### config.mk
export PLATFORM = sky130hd
export DESIGN_NAME = vic_line_fetch_flat
export DESIGN_NICKNAME = d
export VERILOG_FILES = /design/src/rtl/vic_line_fetch_if.sv /design/src/rtl/vic_line_fetch.sv /design/src/flat_wrapper.sv
export SDC_FILE = /design/constraint.sdc
export NUM_CORES = 1
export LEC_CHECK = 0
export CAP_MARGIN = 20
export CORE_UTILIZATION = 60
export DETAILED_ROUTE_END_ITERATION = 12
export PLACE_DENSITY_LB_ADDON = 0.1
export SYNTH_ARGS = -nofsm -noshare
export SYNTH_HDL_FRONTEND = slang
export SYNTH_SLANG_ARGS = --single-unit
export TNS_END_PERCENT = 50
### constraint.sdc
create_clock -name clk -period 3.9 [get_ports clk]
set_input_delay 0.78 -clock clk [delete_from_list [all_inputs] [get_ports clk]]
set_output_delay 0.78 -clock clk [all_outputs]
set_load 0.005 [all_outputs]
### src/rtl/vic_line_fetch_if.sv
// RAM port-B read bus shared by the line fetch stage and the dual-port RAM.
//   mem_addr : 16-bit read address driven by the fetch stage
//   mem_data : 8-bit read data, valid one cycle after mem_addr (registered RAM)
interface vic_line_fetch_if;
  logic [15:0] mem_addr;
  logic [7:0]  mem_data;

  modport master (output mem_addr, input mem_data);
  modport slave  (input mem_addr, output mem_data);
endinterface

### src/rtl/vic_line_fetch.sv
// Character-mode line fetch: once per scanline reads screen codes, colour
// nibbles and glyph bytes into a double-buffered line buffer, then serves
// palette indices for the pixel path.
//   clk, reset_n     : pixel clock, async active-low reset
//   line_start       : swap banks and begin fetching line fetch_y
//   fetch_y          : active-area line to fetch
//   pix_active/pix_x : current pixel position inside the text window
//   bg_colour        : background palette index
//   border_colour    : border palette index
//   mem              : RAM port-B read bus (master side)
//   pix_colour       : registered palette index for the pixel
//   busy             : fetch in progress
//   overrun          : sticky, line_start arrived while busy
module vic_line_fetch #(
  parameter logic [15:0] SCREEN_BASE = 16'h1E00,
  parameter logic [15:0] COLOUR_BASE = 16'h9600,
  parameter logic [15:0] CHAR_BASE   = 16'h8000,
  parameter int unsigned COLS        = 22,
  parameter int unsigned ROWS        = 23
) (
  input  logic              clk,
  input  logic              reset_n,
  input  logic              line_start,
  input  logic [7:0]        fetch_y,
  input  logic              pix_active,
  input  logic [7:0]        pix_x,
  input  logic [3:0]        bg_colour,
  input  logic [3:0]        border_colour,
  vic_line_fetch_if.master  mem,
  output logic [3:0]        pix_colour,
  output logic              busy,
  output logic              overrun
);

  localparam int unsigned COL_W = $clog2(COLS);
  localparam int unsigned LINES = ROWS * 8;
  localparam int unsigned WIN_W = COLS * 8;

  typedef enum logic [2:0] {IDLE, A_SCR, A_COL, A_BMP, WR} state_t;

  typedef struct packed {
    logic [2:0] colour;
    logic [7:0] bitmap;
  } entry_t;

  state_t             state_q;
  logic [COL_W-1:0]   col_q;
  logic [7:0]         y_q;
  logic [2:0]         colour_q;
  logic               front_q;
  logic [1:0]         valid_q;
  entry_t             line_buf [2][COLS];

  entry_t             rd_c;
  logic               in_window_c;

  // Character offset within the screen/colour matrices for a given line and column.
  function automatic logic [15:0] char_offset(input logic [7:0] y, input logic [COL_W-1:0] col);
    return 16'(16'(y[7:3]) * 16'(COLS)) + 16'(col);
  endfunction

  // Fetch sequencer. mem_addr is registered, so each state shows the address
  // chosen on the edge that entered it; data for it arrives in the next state.
  always_ff @(posedge clk or negedge reset_n) begin
    if (!reset_n) begin
      state_q      <= IDLE;
      col_q        <= '0;
      y_q          <= '0;
      colour_q     <= '0;
      front_q      <= 1'b0;
      valid_q      <= '0;
      busy         <= 1'b0;
      overrun      <= 1'b0;
      mem.mem_addr <= '0;
    end else if (line_start) begin
      // Swap banks; the new back bank (old front) is invalid until refilled.
      front_q          <= ~front_q;
      valid_q[front_q] <= 1'b0;
      col_q            <= '0;
      if (busy) overrun <= 1'b1;
      if (fetch_y < 8'(LINES)) begin
        y_q          <= fetch_y;
        state_q      <= A_SCR;
        busy         <= 1'b1;
        mem.mem_addr <= SCREEN_BASE + char_offset(fetch_y, '0);
      end else begin
        state_q <= IDLE;
        busy    <= 1'b0;
      end
    end else begin
      case (state_q)
        A_SCR: begin
          mem.mem_addr <= COLOUR_BASE + char_offset(y_q, col_q);
          state_q      <= A_COL;
        end
        A_COL: begin
          // Screen code is on mem_data now; glyph address is built from it directly.
          mem.mem_addr <= CHAR_BASE + {5'b0, mem.mem_data, 3'b000} + {13'b0, y_q[2:0]};
          state_q      <= A_BMP;
        end
        A_BMP: begin
          colour_q <= mem.mem_data[2:0];
          state_q  <= WR;
        end
        WR: begin
          if (col_q == COL_W'(COLS - 1)) begin
            valid_q[~front_q] <= 1'b1;
            busy              <= 1'b0;
            state_q           <= IDLE;
          end else begin
            col_q        <= COL_W'(col_q + 1'b1);
            mem.mem_addr <= SCREEN_BASE + char_offset(y_q, COL_W'(col_q + 1'b1));
            state_q      <= A_SCR;
          end
        end
        default: state_q <= IDLE;
      endcase
    end
  end

  // Line buffer write port: glyph byte is on mem_data during WR.
  always_ff @(posedge clk) begin
    if (state_q == WR && !line_start)
      line_buf[~front_q][col_q] <= {colour_q, mem.mem_data};
  end

  // Front-bank read for the display path.
  always_comb begin
    rd_c        = '0;
    in_window_c = pix_active && (pix_x < 8'(WIN_W)) && valid_q[front_q];
    if (pix_x < 8'(WIN_W))
      rd_c = line_buf[front_q][COL_W'(pix_x[7:3])];
  end

  // Registered pixel colour; bit 7 of the glyph byte is the leftmost pixel.
  always_ff @(posedge clk or negedge reset_n) begin
    if (!reset_n)
      pix_colour <= '0;
    else if (!in_window_c)
      pix_colour <= border_colour;
    else if (rd_c.bitmap[~pix_x[2:0]])
      pix_colour <= {1'b0, rd_c.colour};
    else
      pix_colour <= bg_colour;
  end

endmodule

### src/flat_wrapper.sv
// flat-port wrapper written by rule: the top's interface ports become plain ports
module vic_line_fetch_flat 
#(
  parameter logic [15:0] SCREEN_BASE = 16'h1E00,
  parameter logic [15:0] COLOUR_BASE = 16'h9600,
  parameter logic [15:0] CHAR_BASE   = 16'h8000,
  parameter int unsigned COLS        = 22,
  parameter int unsigned ROWS        = 23
)
  (clk, reset_n, line_start, fetch_y, pix_active, pix_x, bg_colour, border_colour, pix_colour, busy, overrun, mem_mem_addr, mem_mem_data);
  vic_line_fetch_if mem_i ();
  input  logic clk;
  input  logic reset_n;
  input  logic line_start;
  input  logic [7:0] fetch_y;
  input  logic pix_active;
  input  logic [7:0] pix_x;
  input  logic [3:0] bg_colour;
  input  logic [3:0] border_colour;
  output logic [3:0] pix_colour;
  output logic busy;
  output logic overrun;
  output wire logic [$bits(mem_i.mem_addr)-1:0] mem_mem_addr;
  input wire logic [$bits(mem_i.mem_data)-1:0] mem_mem_data;
  assign mem_mem_addr = mem_i.mem_addr;
  assign mem_i.mem_data = mem_mem_data;
  vic_line_fetch #(.SCREEN_BASE(SCREEN_BASE), .COLOUR_BASE(COLOUR_BASE), .CHAR_BASE(CHAR_BASE), .COLS(COLS), .ROWS(ROWS)) u_core (.clk(clk), .reset_n(reset_n), .line_start(line_start), .fetch_y(fetch_y), .pix_active(pix_active), .pix_x(pix_x), .bg_colour(bg_colour), .border_colour(border_colour), .mem(mem_i), .pix_colour(pix_colour), .busy(busy), .overrun(overrun));
endmodule
### Word-level counts from Yosys, hierarchy flattened

Memories as Yosys holds them, arrays and structs flattened.
Cells that the tools add are included.

| cells by class | value |
|---|---|
| add/sub/neg operators | 8 |
| $mul | 2 |
| order comparisons | 10 |
| eq/ne operators | 8 |
| muxes and demuxes | 36 |
| bitwise gates (word level) | 8 |
| reduce and logical (&&, ||, !) cells | 16 |

Operators with widths:

| kind | count |
|---|---|
| two-way mux 242 bit | 1 |
| binary-select mux 11 bit (select 5 bit) | 1 |
| demux 11 bit (select 5 bit) | 1 |
| two-way mux 16 bit | 3 |
| one-hot mux 16 bit (3 select lines) | 1 |
| two-way mux 11 bit | 4 |
| adder 10 x 5 -> 11 bit | 2 |
| multiplier 5 x 4 -> 9 bit, second input constant | 2 |
| adder 13 x 16 -> 16 bit, first input constant | 1 |
| adder 16 x 11 -> 16 bit, first input constant | 1 |
| adder 16 bit, first input constant | 1 |
| adder 16 x 3 -> 16 bit | 1 |
| < comparator 8 bit, second input constant | 2 |
| two-way mux 5 bit | 3 |
| adder 13 x 10 -> 14 bit, first input constant | 1 |
| >= comparator 6 bit, second input constant | 2 |
| two-way mux 1 bit | 12 |
| NOT 5 -> 6 bit | 2 |
| one-hot mux 3 bit (4 select lines) | 1 |
| AND reduction 2 bit | 5 |
| two-way mux 4 bit | 2 |
| == test 3 x 2 -> 1 bit, second input constant | 2 |
| logical AND 1 bit | 6 |
| < comparator 6 x 1 -> 1 bit, second input constant | 1 |
| 23 further kinds | 30 |

| word-level totals | value |
|---|---|
| register bits | 44 |
| bits in writable memories | 484 |
| bits of input ports | 36 |
| output and inout bits | 22 |
| logic and storage cells | 99 |
| memories | 1 |

Memory list:

| name | depth | bits a word | rd ports | clocked after Yosys merged registers in | wr ports | line | text |
|---|---|---|---|---|---|---|---|
| u_core.line_buf | 2 | 242 | 1 | 0 | 1 | vic_line_fetch.sv:52 | `entry_t line_buf [2][COLS];` |

### Longest topological paths before layout

| depth | value |
|---|---|
| word-level depth | 9 |
| depth in mapped cells | 16 |
| gate-level depth less buffers | 16 |

### Least setup slack after synthesis

Ideal clock, no wire load.

| timing | value |
|---|---|
| kind | register to register |
| from | register u_core.y_q[4] |
| to | register u_core.mem.mem_addr[10] |
| setup time | 0.083 ns |
| data arrival time | 3.326 ns |
| data required time | 3.817 ns |
| path slack | 0.491 ns |
| stages on the path, launching flop included | 14 |
| path through | dfrtp_1 > ha_1 > fa_1 > ha_1 > a21o_1 > a21oi_1 > xnor2_1 > nand3_1 > nor3b_1 > xnor2_1 > ha_1 > o221ai_1 > a21oi_1 > o21ai_0 |

| between the ends | value |
|---|---|
| longest elaborated chain between the ends | 6 |
| elaborated cells between the ends (all ways) | 8 |
| classes of those cells | add/sub: 4; mul: 1; mux: 3 |

RTL lines:

| what | line | text |
|---|---|---|
| start: declaration | vic_line_fetch.sv:48 | `logic [7:0] y_q;` |
| start signal: assignment | vic_line_fetch.sv:82 | `y_q <= fetch_y;` |
| multiplier 5 x 4 -> 9 bit * | vic_line_fetch.sv:59 | `return 16'(16'(y[7:3]) * 16'(COLS)) + 16'(col);` |
| adder 10 x 5 -> 11 bit | vic_line_fetch.sv:59 |  |
| adder 13 x 16 -> 16 bit | vic_line_fetch.sv:112 | `mem.mem_addr <= SCREEN_BASE + char_offset(y_q, COL_W'(col_q + 1'b1));` |
| two-way mux 16 bit | vic_line_fetch.sv:106 | `if (col_q == COL_W'(COLS - 1)) begin` |
| one-hot mux 16 bit (3 select lines) * | vic_line_fetch.sv:91 | `case (state_q)` |
| two-way mux 16 bit * | vic_line_fetch.sv:75 | `end else if (line_start) begin` |
| end signal: assignment | vic_line_fetch.sv:93 | `mem.mem_addr <= COLOUR_BASE + char_offset(y_q, col_q);` |
| end signal: assignment | vic_line_fetch.sv:98 | `mem.mem_addr <= CHAR_BASE + {5'b0, mem.mem_data, 3'b000} + {13'b0, y_q[2:0]};` |
| end signal: assignment | vic_line_fetch.sv:112 |  |
| end: declaration | vic_line_fetch_if.sv:8 | `modport master (output mem_addr, input mem_data);` |

Every way passes the cells marked *; elsewhere a longest branch is shown, timed or not. The select of a mux whose other input is x is not followed.
A chain may end at the register's enable or synchronous reset.

### Worst setup path after layout

Ends and elaborated chain as after synthesis.

==> summary.md <==
The detailed router's first-iteration violation count was 957; the overall power after layout was 0.0146 W. The share of final-layout standard cells stronger than drive strength 1 came out at 0.235. In the synthesized netlist, the cells that appear most often are sky130_fd_sc_hd__edfxtp_1, sky130_fd_sc_hd__mux4_2, sky130_fd_sc_hd__nor2_1. TritonCTS created 52 clock buffers.

STA classifies the critical path endpoint as a flip-flop. Power per cell area: 575 mW/mm². The path class of the tightest hold or removal check is in -> async.

The tools report the number of antenna violations at the first check in global routing as 0. Global routing finished with a remaining overflow of 0. The tools report the max-slew violation count as 0. The tools report the number of fill cells in the layout as 2,327. For this design, the sink count on the clock tree is 527.

In the synthesized netlist the dominant register cell turns out to be sky130_fd_sc_hd__edfxtp_1. The vias per cell came out at 6.32. Clock-pin slew was measured on the worst setup and hold paths at 0.06 ns. The fraction of post-synthesis cell area in the top cell type by area is 0.654.

Entering global routing, the biggest net connects 47 pins. For the sequential fraction of the synthesis area, the log shows 0.703. After routing, the total negative slack on setup checks comes to 0 ns. During synthesis, Yosys emitted a total of 0 warnings.

On the final layout, the worst clock skew is 0.0153 ns. The proportion of total power due to net switching was 0.266; the maximum clock path buffer count was 3. The clock latency reported for the late side of the worst-skew pair was 0.60 ns. Yosys attributes the largest share of cell area to sky130_fd_sc_hd__edfxtp_1, sky130_fd_sc_hd__mux4_2, sky130_fd_sc_hd__dfrtp_1, sky130_fd_sc_hd__ha_1, sky130_fd_sc_hd__mux4_1. The number of nets in the synthesized netlist is 1,296. The ratio of final minimum period to clock period was 0.925. The repair_antennas step left the layout with diodes totalling 0. The number of different library cells used by synthesis comes to 66.

The run finished with clean final reports. Internal power comes to 0.0107 W. The logs give 0.00389 W for the switching power of the nets and 0.29 ns for the flop-to-flop setup slack. At the pin with the least slew margin, the transition time is 1.04 ns. The vertical die dimension is 194 µm. For the finished layout, the period the worst path requires is 3.61 ns. The floorplan step defined a die boundary enclosing 0.0378 mm². The proportion of register bits with asynchronous set or reset after synthesis is 0.0816, and the HPWL after detailed placement is 32,700 µm.

TritonCTS built the clock tree. The tools report the number of nets at the end of the flow as 1,444. Synthesis produced a netlist whose cell count is 1,212. The final count of negative-setup-slack endpoints was 0.

In this run the standard cell core region covers 0.0365 mm². For the relative slew slack, the log shows 0.309. The critical path in this run is classified as reg -> reg. In this run the static leakage power is 8.72 nW. After detailed routing, the average wire length per cell comes to 26.8 µm.

Combinational cell fraction of total power: 0.210. In this run the remaining antenna-violating nets after routing total 0. For the initial standard-cell utilization of the core, the log shows 0.608. Total number of vias: 11,800.

IR analysis of the VDD net gives a maximum drop of 0.000363 V. After synthesis, the mean cell area works out to 18.3 µm². The floorplan has 70 rows. The routed wire length is 50,100 µm, and the number of detailed-route iterations in the first pass is 5. Yosys instantiated no cell more often than sky130_fd_sc_hd__edfxtp_1. STA classifies the critical path startpoint as a flip-flop. Buffers inserted to repair hold after CTS numbered 0. Across the run, the number of max-cap violations was 0.

The total track usage was 0.276; the total of flip-flops plus latches after synthesis was 527. At the end of routability-driven placement, the weighted congestion stood at 0.930. The width of the chip is 194 µm. For this run, design rule violations remaining after detail routing come to 0. Summing every instance area after synthesis gives 0.0222 mm². The total count of hold-check failures in the final report came out at 0.

The share of total power in sequential cells was 0.461. Top cell type by total area after synthesis: sky130_fd_sc_hd__edfxtp_1. In this run, synthesis inferred 484 flip-flops with an integrated enable. The post-route core utilization was 0.695. During placement, the flow inserted port buffers numbering 56.

The portion of total power attributed to the clock network is 0.329, and the number of primary I/O pins is 58. For the worst setup path, the data required time is 4.42 ns. Derived from the worst setup path, the maximum achievable clock frequency is 277 MHz.

Along the worst path, the maximum fanout reaches 4. CTS placed an instance of sky130_fd_sc_hd__clkbuf_16 at the clock tree root. From synthesis to final layout, the design area changed by 14.2%. The first global-routing pass estimated 75,600 µm of wire. The maximum level of the CTS H-tree was 2; the number of global-route vias before repair was 11,800.

STA puts the critical path data arrival time at 4.12 ns.
-- layout by cell type, fill, tap and decap left out, types with 20 or more instances in the layout --
cell	n
sky130_fd_sc_hd__edfxtp_1	484
sky130_fd_sc_hd__mux4_2	102
sky130_fd_sc_hd__buf_4	97
sky130_fd_sc_hd__nor2_1	76
sky130_fd_sc_hd__nand2_1	54
sky130_fd_sc_hd__clkbuf_16	53
sky130_fd_sc_hd__clkdlybuf4s50_1	46
sky130_fd_sc_hd__ha_1	42
sky130_fd_sc_hd__dfrtp_1	42
sky130_fd_sc_hd__o21ai_0	36
sky130_fd_sc_hd__a21oi_1	30
sky130_fd_sc_hd__mux2_2	23
sky130_fd_sc_hd__xnor2_1	20
-- critical path: stages, from the launching register on --
cell,delay (ns)
sky130_fd_sc_hd__dfrtp_1,0.42
sky130_fd_sc_hd__ha_1,0.33
sky130_fd_sc_hd__fa_1,0.46
sky130_fd_sc_hd__ha_1,0.35
sky130_fd_sc_hd__a21o_1,0.19
sky130_fd_sc_hd__a21oi_1,0.22
sky130_fd_sc_hd__xnor2_1,0.26
sky130_fd_sc_hd__nand3_2,0.20
sky130_fd_sc_hd__nor3b_2,0.22
sky130_fd_sc_hd__xnor2_1,0.17
sky130_fd_sc_hd__ha_1,0.27
sky130_fd_sc_hd__o221ai_1,0.20
sky130_fd_sc_hd__a21oi_1,0.09
sky130_fd_sc_hd__o21ai_0,0.14
-- metal layers --
metal,global-route usage,wire length (µm),up-vias,share of wire
li1,-,-,5176,-
met1,0.410,21600,6131,0.43
met2,0.421,23600,433,0.47
met3,0.0550,3590,89,0.072
met4,0.0823,1350,0,0.027
met5,0,0,-,0
-- timing repair --
action	in CTS	in global routing
resized for setup	0	3
setup buffers	0	0
setup endpoints to repair	0	3
-- worst paths after layout --
path | depth (start not counted) | to | start
worst max-delay path | 13 | u_core.mem.mem_addr[10] | u_core.y_q[4]
worst min-delay path | 1 | u_core.pix_colour[3] | reset_n
worst max register to register | 13 | u_core.mem.mem_addr[10] | u_core.y_q[4]
worst min register to register | 1 | u_core.overrun | u_core.overrun
max in group asynchronous | 2 | u_core.y_q[7] | reset_n
min in group clk | 1 | u_core.overrun | u_core.overrun
-- power by group through the flow --
stage          clock, W  sequential, W  combinational, W
2_1_floorplan         0        0.00676           0.00209
3_3_place_gp          0        0.00684           0.00303
3_5_place_dp          0        0.00685           0.00306
4_1_cts         0.00486        0.00673           0.00307
5_1_grt         0.00507        0.00675           0.00329
6_report        0.00480        0.00672           0.00307
-- area by class of cell --
cell class              count  area, µm²  share of cell area
flip-flops and latches    527      15600               0.615
clock inverters            37        288              0.0113
multi-input cells         600       6090               0.240
well taps                 468        586              0.0231
clock buffers              60       1350              0.0533
repair buffers            159       1370              0.0541
inverters                  20       75.1             0.00296
-- logic make-up (layout without fill, tap and decap cells) --
family	Yosys count	after routing	synth area share
other	1	1	0.000169
and+or+nand+nor	202	202	0.0425
adders and majority gates	48	48	0.0291
buffers and inverters	85	276	0.0244
xor gates and xnor gates	29	29	0.0114
muxes	160	160	0.143
AOI/OAI and AO/OA	160	160	0.0472
DFF	527	527	0.703
-- registers in the layout, summed over array words and instances, names as in the netlist --
signal / cells
u_core.mem.mem_addr: 15
u_core.state_q: 3
u_core.busy: 1
u_core.y_q: 8
u_core.col_q: 5
u_core.colour_q: 3
u_core.overrun: 1
u_core.valid_q: 2
u_core.front_q: 1
u_core.pix_colour: 4
u_core.line_buf: 484
-- per-stage QoR --
stage / hold slack [ns] / setup slack (ns) / instance area (µm²) / instances
after detailed placement: 0.444 / 0.0959 / 23700 / 1774
after global placement: 0.439 / 0.201 / 23700 / 1774
after CTS: 0.167 / 0.202 / 25400 / 1871
after floorplan: 0.451 / 0.491 / 22200 / 1212
final: 0.162 / 0.294 / 25400 / 1871
after global routing: 0.193 / -0.000700 / 25400 / 1871
Note: power is estimated with default switching activity, not from simulation.
